<file path="src/rtl/dsp_pkg.sv">
// rtl/dsp_pkg.sv - shared widths, tag type and product sign-extension for the dot-product sequencer
package dsp_pkg;
    localparam int A_W = 25;
    localparam int B_W = 18;
    localparam int P_W = 48;
    localparam int M_W = 43;

    typedef struct packed {
        logic first;
        logic last;
    } dsp_tag_t;

    function automatic logic [P_W-1:0] sext_prod(input logic [M_W-1:0] m);
        return {{(P_W-M_W){m[M_W-1]}}, m};
    endfunction
endpackage

</file>
<file path="src/rtl/dsp_25x18.sv">
// rtl/dsp_25x18.sv - free-running 25x18 signed MAC slice: A/B registers, product register, P = M + pci
module dsp_25x18
    import dsp_pkg::*;
#(
    parameter int A_REG = 2,
    parameter int B_REG = 2
) (
    input  logic                  clk,
    input  logic signed [A_W-1:0] a_i,
    input  logic signed [B_W-1:0] b_i,
    input  logic        [P_W-1:0] pci_i,
    output logic        [P_W-1:0] p_o
);
    logic signed [A_W-1:0] a_q [A_REG];
    logic signed [B_W-1:0] b_q [B_REG];
    logic signed [M_W-1:0] a_x, b_x, m_q;
    logic        [P_W-1:0] p_q;

    // No reset and no enable: the slice clocks every cycle
    always_ff @(posedge clk) begin
        a_q[0] <= a_i;
        for (int i = 1; i < A_REG; i++) a_q[i] <= a_q[i-1];
        b_q[0] <= b_i;
        for (int i = 1; i < B_REG; i++) b_q[i] <= b_q[i-1];
    end

    assign a_x = M_W'(a_q[A_REG-1]);
    assign b_x = M_W'(b_q[B_REG-1]);

    always_ff @(posedge clk) begin
        m_q <= a_x * b_x;
        p_q <= sext_prod(m_q) + pci_i;
    end

    assign p_o = p_q;
endmodule

</file>
<file path="src/rtl/dsp_res_fifo.sv">
// rtl/dsp_res_fifo.sv - synchronous result FIFO, head presented combinationally, zero when empty
module dsp_res_fifo #(
    parameter int DEPTH = 4,
    parameter int WIDTH = 48
) (
    input  logic             clk,
    input  logic             rst_n,
    input  logic             wr_en_i,
    input  logic [WIDTH-1:0] wr_data_i,
    input  logic             rd_en_i,
    output logic [WIDTH-1:0] rd_data_o,
    output logic             empty_o
);
    localparam int PW = (DEPTH > 1) ? $clog2(DEPTH) : 1;
    localparam int CW = $clog2(DEPTH + 1);

    logic [WIDTH-1:0] mem_q [DEPTH];
    logic [PW-1:0]    wr_ptr_q, rd_ptr_q;
    logic [CW-1:0]    count_q;
    logic             full, do_wr, do_rd;

    function automatic logic [PW-1:0] ptr_inc(input logic [PW-1:0] p);
        return (p == PW'(DEPTH - 1)) ? '0 : p + PW'(1);
    endfunction

    assign full    = (count_q == CW'(DEPTH));
    assign empty_o = (count_q == '0);
    assign do_wr   = wr_en_i && !full;
    assign do_rd   = rd_en_i && !empty_o;

    always_ff @(posedge clk) begin
        if (do_wr) mem_q[wr_ptr_q] <= wr_data_i;
    end

    always_ff @(posedge clk or negedge rst_n) begin
        if (!rst_n) begin
            wr_ptr_q <= '0;
            rd_ptr_q <= '0;
            count_q  <= '0;
        end else begin
            if (do_wr) wr_ptr_q <= ptr_inc(wr_ptr_q);
            if (do_rd) rd_ptr_q <= ptr_inc(rd_ptr_q);
            if (do_wr && !do_rd)      count_q <= count_q + CW'(1);
            else if (do_rd && !do_wr) count_q <= count_q - CW'(1);
        end
    end

    assign rd_data_o = empty_o ? '0 : mem_q[rd_ptr_q];
endmodule

</file>
<file path="src/rtl/dsp_dot_ctrl.sv">
// rtl/dsp_dot_ctrl.sv - sequences operand beats through one MAC slice and queues one sum per vector
module dsp_dot_ctrl
    import dsp_pkg::*;
#(
    parameter int A_REG     = 2,
    parameter int OUT_DEPTH = 4
) (
    input  logic                  clk,
    input  logic                  rst_n,
    input  logic                  s_valid,
    output logic                  s_ready,
    input  logic signed [A_W-1:0] s_a,
    input  logic signed [B_W-1:0] s_b,
    input  logic                  s_last,
    output logic                  m_valid,
    input  logic                  m_ready,
    output logic signed [P_W-1:0] m_data
);
    localparam int CRW = $clog2(OUT_DEPTH + 1);

    logic                  accept, pop, fifo_empty;
    logic signed [A_W-1:0] dsp_a;
    logic signed [B_W-1:0] dsp_b;
    logic        [P_W-1:0] p, pci, fifo_head;
    dsp_tag_t              tag_in;
    logic [A_REG:0]        first_sr_q, first_sr_d;
    logic [A_REG+1:0]      last_sr_q, last_sr_d;
    logic                  first_pend_q, first_pend_d;
    logic [CRW-1:0]        credits_q, credits_d;
    logic                  first_aligned, last_aligned;

    assign accept = s_valid && s_ready;
    assign pop    = m_valid && m_ready;

    // Bubbles feed zero operands so the running sum just holds
    assign dsp_a = accept ? s_a : '0;
    assign dsp_b = accept ? s_b : '0;

    assign tag_in.first = accept && first_pend_q;
    assign tag_in.last  = accept && s_last;

    assign first_aligned = first_sr_q[A_REG];
    assign last_aligned  = last_sr_q[A_REG+1];
    assign pci           = first_aligned ? '0 : p;

    always_comb begin
        first_sr_d   = {first_sr_q[A_REG-1:0], tag_in.first};
        last_sr_d    = {last_sr_q[A_REG:0], tag_in.last};
        first_pend_d = accept ? s_last : first_pend_q;
        credits_d    = credits_q;
        if (tag_in.last && !pop)      credits_d = credits_q - CRW'(1);
        else if (pop && !tag_in.last) credits_d = credits_q + CRW'(1);
    end

    always_ff @(posedge clk or negedge rst_n) begin
        if (!rst_n) begin
            first_sr_q   <= '0;
            last_sr_q    <= '0;
            first_pend_q <= 1'b1;
            credits_q    <= CRW'(OUT_DEPTH);
        end else begin
            first_sr_q   <= first_sr_d;
            last_sr_q    <= last_sr_d;
            first_pend_q <= first_pend_d;
            credits_q    <= credits_d;
        end
    end

    assign s_ready = (credits_q != '0);

    dsp_25x18 #(
        .A_REG (A_REG),
        .B_REG (A_REG)
    ) u_slice (
        .clk   (clk),
        .a_i   (dsp_a),
        .b_i   (dsp_b),
        .pci_i (pci),
        .p_o   (p)
    );

    // Credits guarantee a free slot for every result already in the slice pipeline
    dsp_res_fifo #(
        .DEPTH (OUT_DEPTH),
        .WIDTH (P_W)
    ) u_fifo (
        .clk       (clk),
        .rst_n     (rst_n),
        .wr_en_i   (last_aligned),
        .wr_data_i (p),
        .rd_en_i   (pop),
        .rd_data_o (fifo_head),
        .empty_o   (fifo_empty)
    );

    assign m_valid = !fifo_empty;
    assign m_data  = fifo_head;
endmodule
</file>
<file path="config.mk">
export PLATFORM = sky130hd
export DESIGN_NAME = dsp_dot_ctrl
export DESIGN_NICKNAME = d
export VERILOG_FILES = /design/src/rtl/dsp_pkg.sv /design/src/rtl/dsp_25x18.sv /design/src/rtl/dsp_res_fifo.sv /design/src/rtl/dsp_dot_ctrl.sv
export SDC_FILE = /design/constraint.sdc
export NUM_CORES = 2
export LEC_CHECK = 0
export ABC_AREA = 1
export ABC_CLOCK_PERIOD_IN_PS = 10900
export CAP_MARGIN = 20
export CORE_UTILIZATION = 43
export CTS_BUF_LIST = sky130_fd_sc_hd__clkbuf_4
export CTS_CLUSTER_DIAMETER = 150
export CTS_CLUSTER_SIZE = 40
export DETAILED_ROUTE_END_ITERATION = 7
export HOLD_SLACK_MARGIN = 0.05
export PLACE_DENSITY = 0.58
export SYNTH_ARGS = -nofsm -noshare
export SYNTH_HDL_FRONTEND = slang
export SYNTH_SLANG_ARGS = --single-unit
</file>
<file path="constraint.sdc">
create_clock -name clk -period 10.9 [get_ports clk]
set_clock_uncertainty 0.2 [all_clocks]
set_input_delay 1.635 -clock clk [delete_from_list [all_inputs] [get_ports clk]]
set_output_delay 1.635 -clock clk [all_outputs]
set_load 0.05 [all_outputs]
</file>
After elaboration in Yosys (flattened, before gate mapping)
Memory sizes are Yosys's and may differ from the RTL's.
Index checks and enable logic that the tools add are counted.
{ "op_classes": {"n_addsub": 7, "n_mul": 1, "n_div": 0, "n_lt_le_gt_ge": 0, "eq_ne": 3, "shifts": 0, "mux": 12, "bitwise_logic": 0, "n_reduce_logical": 20} }
{ "op_table": {"columns": ["operator", "n"], "rows": [
  ["$mux 48", 2],
  ["$add 48x48->48", 1],
  ["$mul 25x18->43", 1],
  ["$mux 25", 1],
  ["$mux 18", 1],
  ["$mux 3", 4],
  ["$logic_and 1x1->1", 10],
  ["$add 3x1->3 const B", 2],
  ["$logic_not 1->1", 6],
  ["$sub 3x1->3 const B", 2],
  ["$add 2x1->2 const B", 2],
  ["$eq 2x2->1 const B", 2],
  ["$mux 2", 2],
  ["$reduce_bool 2->1", 2],
  ["$eq 3x3->1 const B", 1],
  ["$logic_not 3->1", 1],
  ["$reduce_bool 3->1", 1],
  ["$mux 1", 2]
]} }
{ "totals": {"regBits": 109, "latch_bits": 0, "mem_bits_rw": 278, "romBits": 0, "word_cells": 55, "n_memories": 3} }
{ "memory_table": {"columns": ["memory", "depth", "width", "rd", "rd_ports_with_merged_regs", "write_ports", "line", "text"], "rows": [
  ["u_fifo.mem_q", 4, 48, 1, 0, 1, "dsp_res_fifo.sv:17", "logic [WIDTH-1:0] mem_q [DEPTH];"],
  ["u_slice.a_q", 2, 25, 2, 0, 2, "dsp_25x18.sv:14", "logic signed [A_W-1:0] a_q [A_REG];"],
  ["u_slice.b_q", 2, 18, 2, 0, 2, "dsp_25x18.sv:15", "logic signed [B_W-1:0] b_q [B_REG];"]
]} }

Logic depth before layout (Yosys ltp)
{ "logic_depth": {"ltp_word": 7, "ltp_mapped": 29, "mapped_depth_nobuf": 27} }

Cells and area by module
A second synthesis with hierarchy kept.
{ "unflattened": {"hier_cells": 4486, "hier_area_um2": 34904.7} }
{ "by_module_without_submodules": {"columns": ["module", "instances", "cells_each", "area_per_inst_um2"], "rows": [
  ["dsp_25x18", 1, 3440, 25080.3],
  ["dsp_res_fifo", 1, 816, 8605.8],
  ["dsp_dot_ctrl", 1, 230, 1218.7]
]} }

Least setup slack after synthesis
Ideal clock, no wire load.
{ "synth_path": {"path_kind": "reg2reg", "startpoint": "mem u_slice.a_q[1][24], in the netlist u_slice.a_q[0][49]", "endpoint": "reg u_slice.m_q[42]", "setup_time_ps": 113, "t_arrival_ps": 5405, "slack_ps": 5182, "stages_incl_launch_ff": 23, "n_path_buf": 2, "synth_period_minus_slack_ps": 5718, "cell_sequence": "dfxtp_1 clkbuf_1 clkbuf_1 nand2_1 fa_1 inv_1 fa_1 inv_1 fa_1 inv_1 fa_1 fa_1 inv_1 fa_1 inv_1 ha_1 nand2_1 nor2_1 nand2_1 nor2_1 nand3_1 nand3_1 nand2_1"} }
{ "synth_lines": {"columns": ["element", "line", "text"], "rows": [
  ["start, declared", "dsp_25x18.sv:14", null],
  ["end signal, assigned", "dsp_25x18.sv:31", "m_q <= a_x * b_x;"],
  ["end, declared", "dsp_25x18.sv:16", "logic signed [M_W-1:0] a_x, b_x, m_q;"]
]} }

==> impl_metrics.toml <==
[outcome]
outcome = "completed"

[timing]
layout_setup_ws_ns = 4.414
timing.final.crit_period_ns = 6.486
relSlewSlack = 0.3406
tightest_slew_ns = 0.9877
max_freq_mhz = 154.2
setup_violations = 0
drv_slew = 0
period_share = 0.5950
tns_ns = 0
hold_viol = 0
rsz0062_at_grt = "false"

[critical_path]
crit_slowest_cell = "dfxtp_1"
crit_chain = "nand2_1 > inv_1 > fa_1 > fa_1 > inv_1 > fa_1 > inv_1 > fa_1 > fa_1 > fa_1 > ha_1 > nand2_1 > nor2_1 > nand2_1 > nor2_1 > nand3_1 > nand3_1 > nand2_1 > nand2_1"
slowest_delay_ns = 0.91
critical_path.max_fanout = 18
cp-end-kind = "flop"
worst_ep_required_time_ns = 11.62
crit_path_frequent_cell = "fa_1"
reg2reg_slack_ns = 4.41
crit_buf_inv = 3
cp_top_family = "adder cells"
arrival_ns = 7.20
critPathKind = "reg -> reg"
cp-start-kind = "flop"

[placement]
pre_cts_slack_ns = 4.246
place_congestion = 0.9394
postPlaceCellArea_um2 = 36040
port_buffers = 97
dpl.cell_count = 5276
dp_hpwl_um = 67230

[layout]
syn2layout_area_growth_pct = 6.496
regArea_um2 = 9764
instances_no_fill = 5305
drive_gt1_frac = 0.03473
nets = 4907
final_cell_mix = "inv_1 (1082), nand2_1 (1082), fa_1 (444)"
final_cell_area_um2 = 36280
nFillCells = 7762
multi_input_area_um2 = 19660

[clock_tree]
cts_buffers = 14
cts.clk_slew.worst_paths_ns = 0.40
cts.sinks = 387
cts.path.max_buffers = 3
cts_root_buf = "clkbuf_4"
cts-resized-gates = 0
clock_latency_ns = 0.88
ctsHoldBuffers = 0
cts_tree = "built"
htreeDepth = 1
postCtsSetupBuffers = 0

[global_route]
grt_pass1_vias = 25840
grt_max_degree = 98
gr-total-overflow = 0
grt_antenna_before_repair = 2
gr-usage-all-layers = 0.2194
grt_pass1_wl_um = 139900

[synth]
synth_top_area_cell = "fa_1"
synth_xor_area_frac = 0.01465
syn_avg_cell_area_um2 = 8.003
postSynth.topFlopCell = "edfxtp_1"
synth.mux.area_fraction = 0.0003305
synth_warnings = 0
synth-async-reset-ratio = 0.04651
synth_top_family_by_area = "adder cells"
synth_fp_nets = 4910
synthSimpleGateAreaFrac = 0.2031
synth_area_leaders = "fa_1 (26%), edfxtp_1 (17%), nand2_1 (12%)"
synth_compound_area_frac = 0.03772
syn_inst = 4257
synth.distinct_cells = 36
synth_edf_count = 192
synth_fa_ha_area_frac = 0.3200
syn-cell-area_um2 = 34070
synth_seq_cells = 387
yosysTopAreaCellShare = 0.2609
yosysSeqAreaShare = 0.2865

[power_and_ir_drop]
pwr-share-seq = 0.221
peakVddDrop_mv = 0.1761
p_sw_mw = 6.128
p_clk_frac = 0.049
internal_power_mw = 4.802
power.density_nw_per_um2 = 301.2
power.total_mw = 10.93
comb_power_share = 0.730
leakage_nw = 18.98
p_sw_frac = 0.5607

[drt]
antenna_left = 0
drc = 0
via_count = 25150
drtPass1Iterations = 5
wire_per_inst_um = 16.15
wirelength_um = 85650
drtIter0Drc = 1365
vias_per_cell = 4.740

[floorplan]
rows = 102
die_w_um = 283.5
dieArea_um2 = 80360
core-area_um2 = 77980
dieHeight_um = 283.5
ios = 98
initial_utilization = 0.4369

[flow_run]
drv_cap = 0

[hold_path]
min_path_type = "reg -> reg"
synth_stat cells, types with 6 or more instances:
cell,n
a21oi_1,115
buf_1,6
buf_2,14
clkbuf_1,129
dfrtp_1,16
dfxtp_1,177
edfxtp_1,192
fa_1,444
ha_1,161
inv_1,1082
inv_2,14
nand2_1,1083
nand2_2,20
nand3_1,92
nand3b_1,6
nand4_1,24
nor2_1,431
nor2_2,14
nor3_1,15
nor3_2,14
o21ai_0,108
o21bai_1,10
or2_2,6
xnor2_1,10
xor2_1,47
final cells by class:
type,count,area share
diodes,3,0.0002069
clock buffers,21,0.004345
clock inverters,3,0.001379
inverters,1096,0.1134
multi-input cells,2625,0.5417
flip-flops and latches,387,0.2691
well taps,1040,0.03586
repair buffers,130,0.03400
power groups by stage:
stage / Clock (mW) / Combinational (mW) / Sequential (mW)
after floorplan: 0 / 5.85 / 2.21
after global placement: 0 / 7.94 / 2.45
after detailed placement: 0 / 8.01 / 2.45
after CTS: 0.566 / 8.03 / 2.42
after global routing: 0.609 / 9.03 / 2.46
final: 0.536 / 7.98 / 2.42
registers in the layout, indices dropped and copies added, names as in the netlist, 4 cells and up:
| name | flops |
|---|---|
| u_slice.p_o | 48 |
| u_slice.b_q | 36 |
| u_fifo.mem_q | 192 |
| u_slice.a_q | 50 |
| u_slice.m_q | 43 |
| last_sr_q | 4 |
kinds of logic (layout without fill, tap and decap cells):
kind of cell | after synthesis | count (layout)
other | 0 | 3
buffers and inverters | 1245 | 1250
AND/OR/NAND/NOR | 1716 | 1716
multiplexers | 1 | 1
XOR/XNOR | 57 | 57
adder cells (fa/ha/maj) | 605 | 605
flip-flops | 387 | 387
AO/OA/AOI/OAI | 246 | 246
final timing paths:
path,from,to,cells past startpoint
worst max-delay path,u_slice.a_q[0][49],u_slice.m_q[41],19
worst min-delay path,u_slice.b_q[0][6],u_slice.b_q[0][24],0
worst max register to register,u_slice.a_q[0][49],u_slice.m_q[41],19
worst min register to register,u_slice.b_q[0][6],u_slice.b_q[0][24],0
max in group asynchronous,rst_n,u_fifo.rd_ptr_q[0],1
min in group asynchronous,rst_n,u_fifo.rd_ptr_q[1],1
layer usage:
layer  global-route usage  routed length [um]  up-vias  share of wire
met5                    0                  19        -        0.00022
met4              0.05095                2021        2          0.024
met3              0.01817                3506      108          0.041
met2               0.3870               41510      551           0.48
met1               0.2918               38600    12110           0.45
li1                     -                   -    12380              -
per-stage QoR:
step             util  hold WS (ns)
3_5_place_dp   0.4622        0.1121
2_1_floorplan       -        0.1096
3_3_place_gp   0.4622        0.1097
5_1_grt        0.4652        0.1508
6_report       0.4653        0.1498
4_1_cts        0.4648        0.1500
No activity file was read; power rests on OpenSTA's default activity.
